--- config.mk ---
export PLATFORM = sky130hd
export DESIGN_NAME = fetch_control
export DESIGN_NICKNAME = d
export VERILOG_FILES = /design/src/rtl/fetch_control_pkg.sv /design/src/rtl/fetch_control_decode.sv /design/src/rtl/fetch_control.sv
export SDC_FILE = /design/constraint.sdc
export NUM_CORES = 1
export LEC_CHECK = 0
export ABC_CLOCK_PERIOD_IN_PS = 3800
export CORE_AREA = 2 2 67 82
export DETAILED_ROUTE_END_ITERATION = 16
export DIE_AREA = 0 0 69 84
export HOLD_SLACK_MARGIN = 0.12
export PLACE_DENSITY_LB_ADDON = 0.08
export SLEW_MARGIN = 20
export SYNTH_ARGS = -nofsm -noshare
export SYNTH_HDL_FRONTEND = slang
export SYNTH_SLANG_ARGS = --single-unit
--- constraint.sdc ---
create_clock -name clk -period 3.8 [get_ports clk]
set_clock_uncertainty 0.05 [all_clocks]
set_input_delay 0.57 -clock clk [delete_from_list [all_inputs] [get_ports clk]]
set_output_delay 0.57 -clock clk [all_outputs]
set_load 0.01 [all_outputs]
--- src/rtl/fetch_control_pkg.sv ---
// Shared definitions for the fetch/control sequencer: field widths, opcodes,
// write-data and ALU encodings, FSM states and the decoded control bundle.
package fetch_control_pkg;

  localparam int unsigned INSTR_W   = 16;
  localparam int unsigned OPC_W     = 4;
  localparam int unsigned REG_SEL_W = 4;
  localparam int unsigned IMM_W     = 8;
  localparam int unsigned WSEL_W    = 2;
  localparam int unsigned ALU_OP_W  = 2;

  localparam logic [OPC_W-1:0] OP_NOP = 4'h0;
  localparam logic [OPC_W-1:0] OP_LDI = 4'h1;
  localparam logic [OPC_W-1:0] OP_MOV = 4'h2;
  localparam logic [OPC_W-1:0] OP_ADD = 4'h3;
  localparam logic [OPC_W-1:0] OP_SUB = 4'h4;
  localparam logic [OPC_W-1:0] OP_INC = 4'h5;
  localparam logic [OPC_W-1:0] OP_DEC = 4'h6;
  localparam logic [OPC_W-1:0] OP_JMP = 4'h7;
  localparam logic [OPC_W-1:0] OP_BRZ = 4'h8;
  localparam logic [OPC_W-1:0] OP_HLT = 4'hF;

  localparam logic [WSEL_W-1:0] WSEL_IMM = 2'd0;
  localparam logic [WSEL_W-1:0] WSEL_B   = 2'd1;
  localparam logic [WSEL_W-1:0] WSEL_ALU = 2'd2;

  localparam logic [ALU_OP_W-1:0] ALU_ADD = 2'd0;
  localparam logic [ALU_OP_W-1:0] ALU_SUB = 2'd1;

  typedef enum logic [1:0] {
    FETCH = 2'd0,
    EXEC  = 2'd1,
    HALT  = 2'd2
  } state_t;

  // Per-instruction control produced by the decoder, consumed in EXEC only.
  typedef struct packed {
    logic                writeEn;
    logic [WSEL_W-1:0]   wdataSel;
    logic [ALU_OP_W-1:0] aluOp;
    logic                inc;
    logic                dec;
    logic                updateZ;
    logic                takeBranch;
    logic                halt;
  } ctrl_t;

  function automatic logic [OPC_W-1:0] opcodeOf(input logic [INSTR_W-1:0] ir);
    return ir[15:12];
  endfunction

  function automatic logic [REG_SEL_W-1:0] rdOf(input logic [INSTR_W-1:0] ir);
    return ir[11:8];
  endfunction

  function automatic logic [REG_SEL_W-1:0] rsOf(input logic [INSTR_W-1:0] ir);
    return ir[7:4];
  endfunction

  function automatic logic [IMM_W-1:0] immOf(input logic [INSTR_W-1:0] ir);
    return ir[7:0];
  endfunction

endpackage

--- src/rtl/fetch_control_decode.sv ---
// Combinational instruction decoder: maps ir and the zero flag to register-file
// control and the relative branch target.
module instr_decode
  import fetch_control_pkg::*;
#(
  parameter int unsigned PC_W = 16
) (
  input  logic [INSTR_W-1:0] ir,
  input  logic               z,
  input  logic [PC_W-1:0]    pc,
  output ctrl_t              ctrl_c,
  output logic [PC_W-1:0]    branchTarget_c
);

  always_comb begin
    ctrl_c = '0;
    case (opcodeOf(ir))
      OP_LDI: begin
        ctrl_c.writeEn  = 1'b1;
        ctrl_c.wdataSel = WSEL_IMM;
      end
      OP_MOV: begin
        ctrl_c.writeEn  = 1'b1;
        ctrl_c.wdataSel = WSEL_B;
      end
      OP_ADD: begin
        ctrl_c.writeEn  = 1'b1;
        ctrl_c.wdataSel = WSEL_ALU;
        ctrl_c.aluOp    = ALU_ADD;
        ctrl_c.updateZ  = 1'b1;
      end
      OP_SUB: begin
        ctrl_c.writeEn  = 1'b1;
        ctrl_c.wdataSel = WSEL_ALU;
        ctrl_c.aluOp    = ALU_SUB;
        ctrl_c.updateZ  = 1'b1;
      end
      OP_INC:  ctrl_c.inc        = 1'b1;
      OP_DEC:  ctrl_c.dec        = 1'b1;
      OP_JMP:  ctrl_c.takeBranch = 1'b1;
      OP_BRZ:  ctrl_c.takeBranch = z;
      OP_HLT:  ctrl_c.halt       = 1'b1;
      default: ;
    endcase
  end

  // pc already points past this instruction, so the offset is from the next one.
  assign branchTarget_c = pc + PC_W'($signed(immOf(ir)));

endmodule

--- src/rtl/fetch_control.sv ---
// Instruction fetch and control sequencer: fetches over req/ack, holds pc, ir
// and the zero flag, and strobes the register file for one EXEC cycle.
module fetch_control
  import fetch_control_pkg::*;
#(
  parameter int unsigned     PC_W     = 16,
  parameter logic [PC_W-1:0] RESET_PC = '0
) (
  input  logic                 clk,
  input  logic                 rst,
  output logic                 imem_req,
  output logic [PC_W-1:0]      imem_addr,
  input  logic                 imem_ack,
  input  logic [INSTR_W-1:0]   imem_data,
  output logic [REG_SEL_W-1:0] rf_in_sel,
  output logic [REG_SEL_W-1:0] rf_outa_sel,
  output logic [REG_SEL_W-1:0] rf_outb_sel,
  output logic                 rf_write_en,
  output logic [REG_SEL_W-1:0] rf_inc_sel,
  output logic                 rf_inc,
  output logic                 rf_dec,
  output logic [WSEL_W-1:0]    rf_wdata_sel,
  output logic [IMM_W-1:0]     imm,
  output logic [ALU_OP_W-1:0]  alu_op,
  input  logic                 alu_zero,
  output logic                 halted
);

  state_t               state;
  state_t               nextState;
  logic [PC_W-1:0]      pc;
  logic [PC_W-1:0]      pcNext;
  logic [INSTR_W-1:0]   ir;
  logic [INSTR_W-1:0]   irNext;
  logic                 z;
  logic                 zNext;
  ctrl_t                ctrl;
  logic [PC_W-1:0]      branchTarget;

  instr_decode #(
    .PC_W(PC_W)
  ) u_decode (
    .ir             (ir),
    .z              (z),
    .pc             (pc),
    .ctrl_c         (ctrl),
    .branchTarget_c (branchTarget)
  );

  always_ff @(posedge clk) begin
    if (rst) begin
      state <= FETCH;
      pc    <= RESET_PC;
      ir    <= '0;
      z     <= 1'b0;
    end else begin
      state <= nextState;
      pc    <= pcNext;
      ir    <= irNext;
      z     <= zNext;
    end
  end

  always_comb begin
    nextState    = state;
    pcNext       = pc;
    irNext       = ir;
    zNext        = z;
    imem_req     = 1'b0;
    rf_write_en  = 1'b0;
    rf_inc       = 1'b0;
    rf_dec       = 1'b0;
    rf_wdata_sel = WSEL_IMM;
    alu_op       = ALU_ADD;
    halted       = 1'b0;
    rf_in_sel    = rdOf(ir);
    rf_outa_sel  = rdOf(ir);
    rf_outb_sel  = rsOf(ir);
    rf_inc_sel   = rdOf(ir);
    imm          = immOf(ir);

    case (state)
      FETCH: begin
        imem_req = 1'b1;
        if (imem_ack) begin
          irNext    = imem_data;
          pcNext    = pc + PC_W'(1);
          nextState = EXEC;
        end
      end
      EXEC: begin
        rf_write_en  = ctrl.writeEn;
        rf_inc       = ctrl.inc;
        rf_dec       = ctrl.dec;
        rf_wdata_sel = ctrl.wdataSel;
        alu_op       = ctrl.aluOp;
        if (ctrl.updateZ) begin
          zNext = alu_zero;
        end
        if (ctrl.takeBranch) begin
          pcNext = branchTarget;
        end
        nextState = ctrl.halt ? HALT : FETCH;
      end
      HALT: halted = 1'b1;
      default: nextState = FETCH;
    endcase

    // Reset cycle: abandon any request and suppress strobes immediately.
    if (rst) begin
      imem_req     = 1'b0;
      rf_write_en  = 1'b0;
      rf_inc       = 1'b0;
      rf_dec       = 1'b0;
      rf_wdata_sel = WSEL_IMM;
      alu_op       = ALU_ADD;
      halted       = 1'b0;
      rf_in_sel    = '0;
      rf_outa_sel  = '0;
      rf_outb_sel  = '0;
      rf_inc_sel   = '0;
      imm          = '0;
    end
  end

  assign imem_addr = pc;

endmodule
==> out/metrics.yaml <==
detailed_routing:
  dr_wl_met2_um: 2570
  wl_per_cell_um: 13.8
  final_antenna_net_count: 0
  highest_layer: "met4"
  drc: 0
  wl_met1_um: 2380
  vias_per_cell: 5.41
  dr_total_vias: 2063
  drt_pass1_iterations: 4
  wl_um: 5260
  dr_wl_met3_um: 239
  drtIter0Drc: 110
finish:
  diodes: 0
  fill_cells: 488
  multiInputGateArea_um2: 1330
  regArea_um2: 701
  area_growth_pct: 32.4
  layout.nets: 347
  drive_above_1_share: 0.0376
  postLayoutCellArea_um2: 2910
worst_setup_path:
  max_stage_delay_ns: 0.50
  startpoint_type: "register"
  worstSetupPathType: "reg2reg"
  cp_cell_sequence: "and2b_1 -> nand2b_1 -> ha_1 -> fa_1 -> a211o_1 -> a21oi_1 -> or4b_1 -> a211oi_1 -> a41o_1 -> mux2_1"
  cp_max_fo: 11
  crit_arrival_ns: 3.25
  cp_slowest_cell: "dfxtp_1"
  cp_data_required_time_ns: 3.92
  crit_path_end_kind: "register"
synthesis:
  synth_seq_cells: 35
  synth_area_um2: 2190
  syn_nets: 298
  synth.distinct_cells: 47
  synth_top_cells_by_count: "dfxtp_1, nand2_1, a21oi_1"
  syn_avg_cell_area_um2: 8.13
  async_reset_ff_frac: 0
  synth.most_common_cell: "dfxtp_1"
  synth_cells: 270
  synth_warnings: 0
  synth_flop_cell: "dfxtp_1"
  ys_seq_area_frac: 0.319
  synth_edf_count: 0
  netlist_top_cells_area: "dfxtp_1, o22a_1, a21oi_1"
  synth_top_area_share: 0.319
  yosysTopAreaCell: "dfxtp_1"
timing:
  rsz0062_at_grt: "no"
  setup_violations: 0
  tightest_slew_ns: 0.894
  final.setup.tns_ns: 0
  slew_headroom: 0.402
  hold_violations: 0
  drv_slew: 0
  min_period_over_period: 0.823
  max_freq_ghz: 0.320
  min_period_ns: 3.13
job:
  drv_cap: 0
clock_network:
  clk_latency_ns: 0.29
  holdBufCountCts: 0
  cts_setup_buffers: 0
  h-tree-depth: 2
  clock_sinks: 35
  cts_root_buffer: "clkbuf_8"
  tritoncts: "done"
  cts_resized: 0
  cts_buffers: 5
  clock_path_buffers: 2
  path_clk_slew_ns: 0.07
worst_hold_path:
  min_path_type: "reg2reg"
placed_design:
  hpwlAfterDp_um: 3920
  io_buffers: 67
  postPlaceCellArea_um2: 2800
  globalplace.congestion: 0.819
outcome:
  status: "finished clean"
floorplan:
  row_count: 29
  io_pins: 69
  core_um2: 5080
  start_util: 0.432
  dieArea_um2: 5800
  dieWidth_um: 69
  die_h_um: 84
power:
  finalPower_w: 0.000912
  ir_drop_mv: 0.218
  power.density_nw_per_um2: 314
  p_leak_nw: 1.12
global_routing:
  grt_pass1_vias: 1977
  grt_max_degree: 27
  grt_pass1_wl_um: 9110
  antenna_found_initial: 0
  grt-ovfl-total: 0
  grt_usage: 0.188
[cells by family after synthesis]
group,Yosys count,synth area share
compound gates,68,0.218
xor+xnor,8,0.0319
fa+ha+maj,8,0.0490
buf+inv,29,0.0758
flops,35,0.319
mux,5,0.0245
other cells,1,0.00171
simple gates,116,0.280
[path summary, 6_finish.rpt]
kind           startpoint  cells after the start             to  slack (ns)
max              state[0]                     10  imem_addr[10]        0.67
min          imem_addr[0]                      2   imem_addr[0]        0.43
max reg2reg      state[0]                     10  imem_addr[10]        0.67
min reg2reg  imem_addr[0]                      2   imem_addr[0]        0.43
[worst max-delay path: cells and delay by family, from the launching register on]
family | cells | cell delay [ns]
mux | 1 | 0.30
flops | 1 | 0.50
fa+ha+maj | 2 | 0.65
simple gates | 3 | 0.66
compound gates | 4 | 0.85
[metrics by stage]
step	instances	hold WS, ns	util	setup WS, ns
finish	381	0.431	0.572	0.673
global route	381	0.447	0.572	0.398
CTS	381	0.437	0.572	0.675
detailed placement	374	0.424	0.552	0.686
global placement	374	0.415	0.552	0.788
floorplan	270	0.405	-	0.860
[routing by layer]
layer / global-route usage / vias up
met2: 0.328 / 48
met1: 0.230 / 955
li1: - / 1052
met3: 0.0386 / 8
met4: 0.0606 / 0
met5: 0 / -
[cell type report]
type                    instances  area share
clock buffers                   6      0.0250
well taps                      62      0.0267
inverters                       1     0.00129
repair buffers                 70       0.239
clock inverters                 1      0.0103
multi-input cells             206       0.457
flip-flops and latches         35       0.241
[cells in the final DEF, fill, tap and decap left out, drive strengths merged, types with 4 or more instances in the layout]
master / instances
and2: 8
nand3: 9
ha: 7
nor2b: 15
a211oi: 11
clkbuf: 6
a21oi: 20
xor2: 4
dfxtp: 35
o21a: 6
or3: 5
nor3: 11
nor2: 17
clkdlybuf4s50: 67
xnor2: 4
nand2: 26
nand4: 4
a211o: 7
o22a: 12
[state kept, by name, indices dropped and copies added, names as in the netlist]
signal / cells
imem_addr: 16
ir: 16
state: 2
z: 1
[where the power goes]
part	total, W	switching (W)	leakage [nW]	internal (W)
Sequential	0.000409	0.0000190	0.287	0.000390
Clock	0.000323	0.000131	0.0513	0.000192
Combinational	0.000181	0.0000829	0.784	0.0000977
Note: power is estimated with default switching activity, not from simulation.
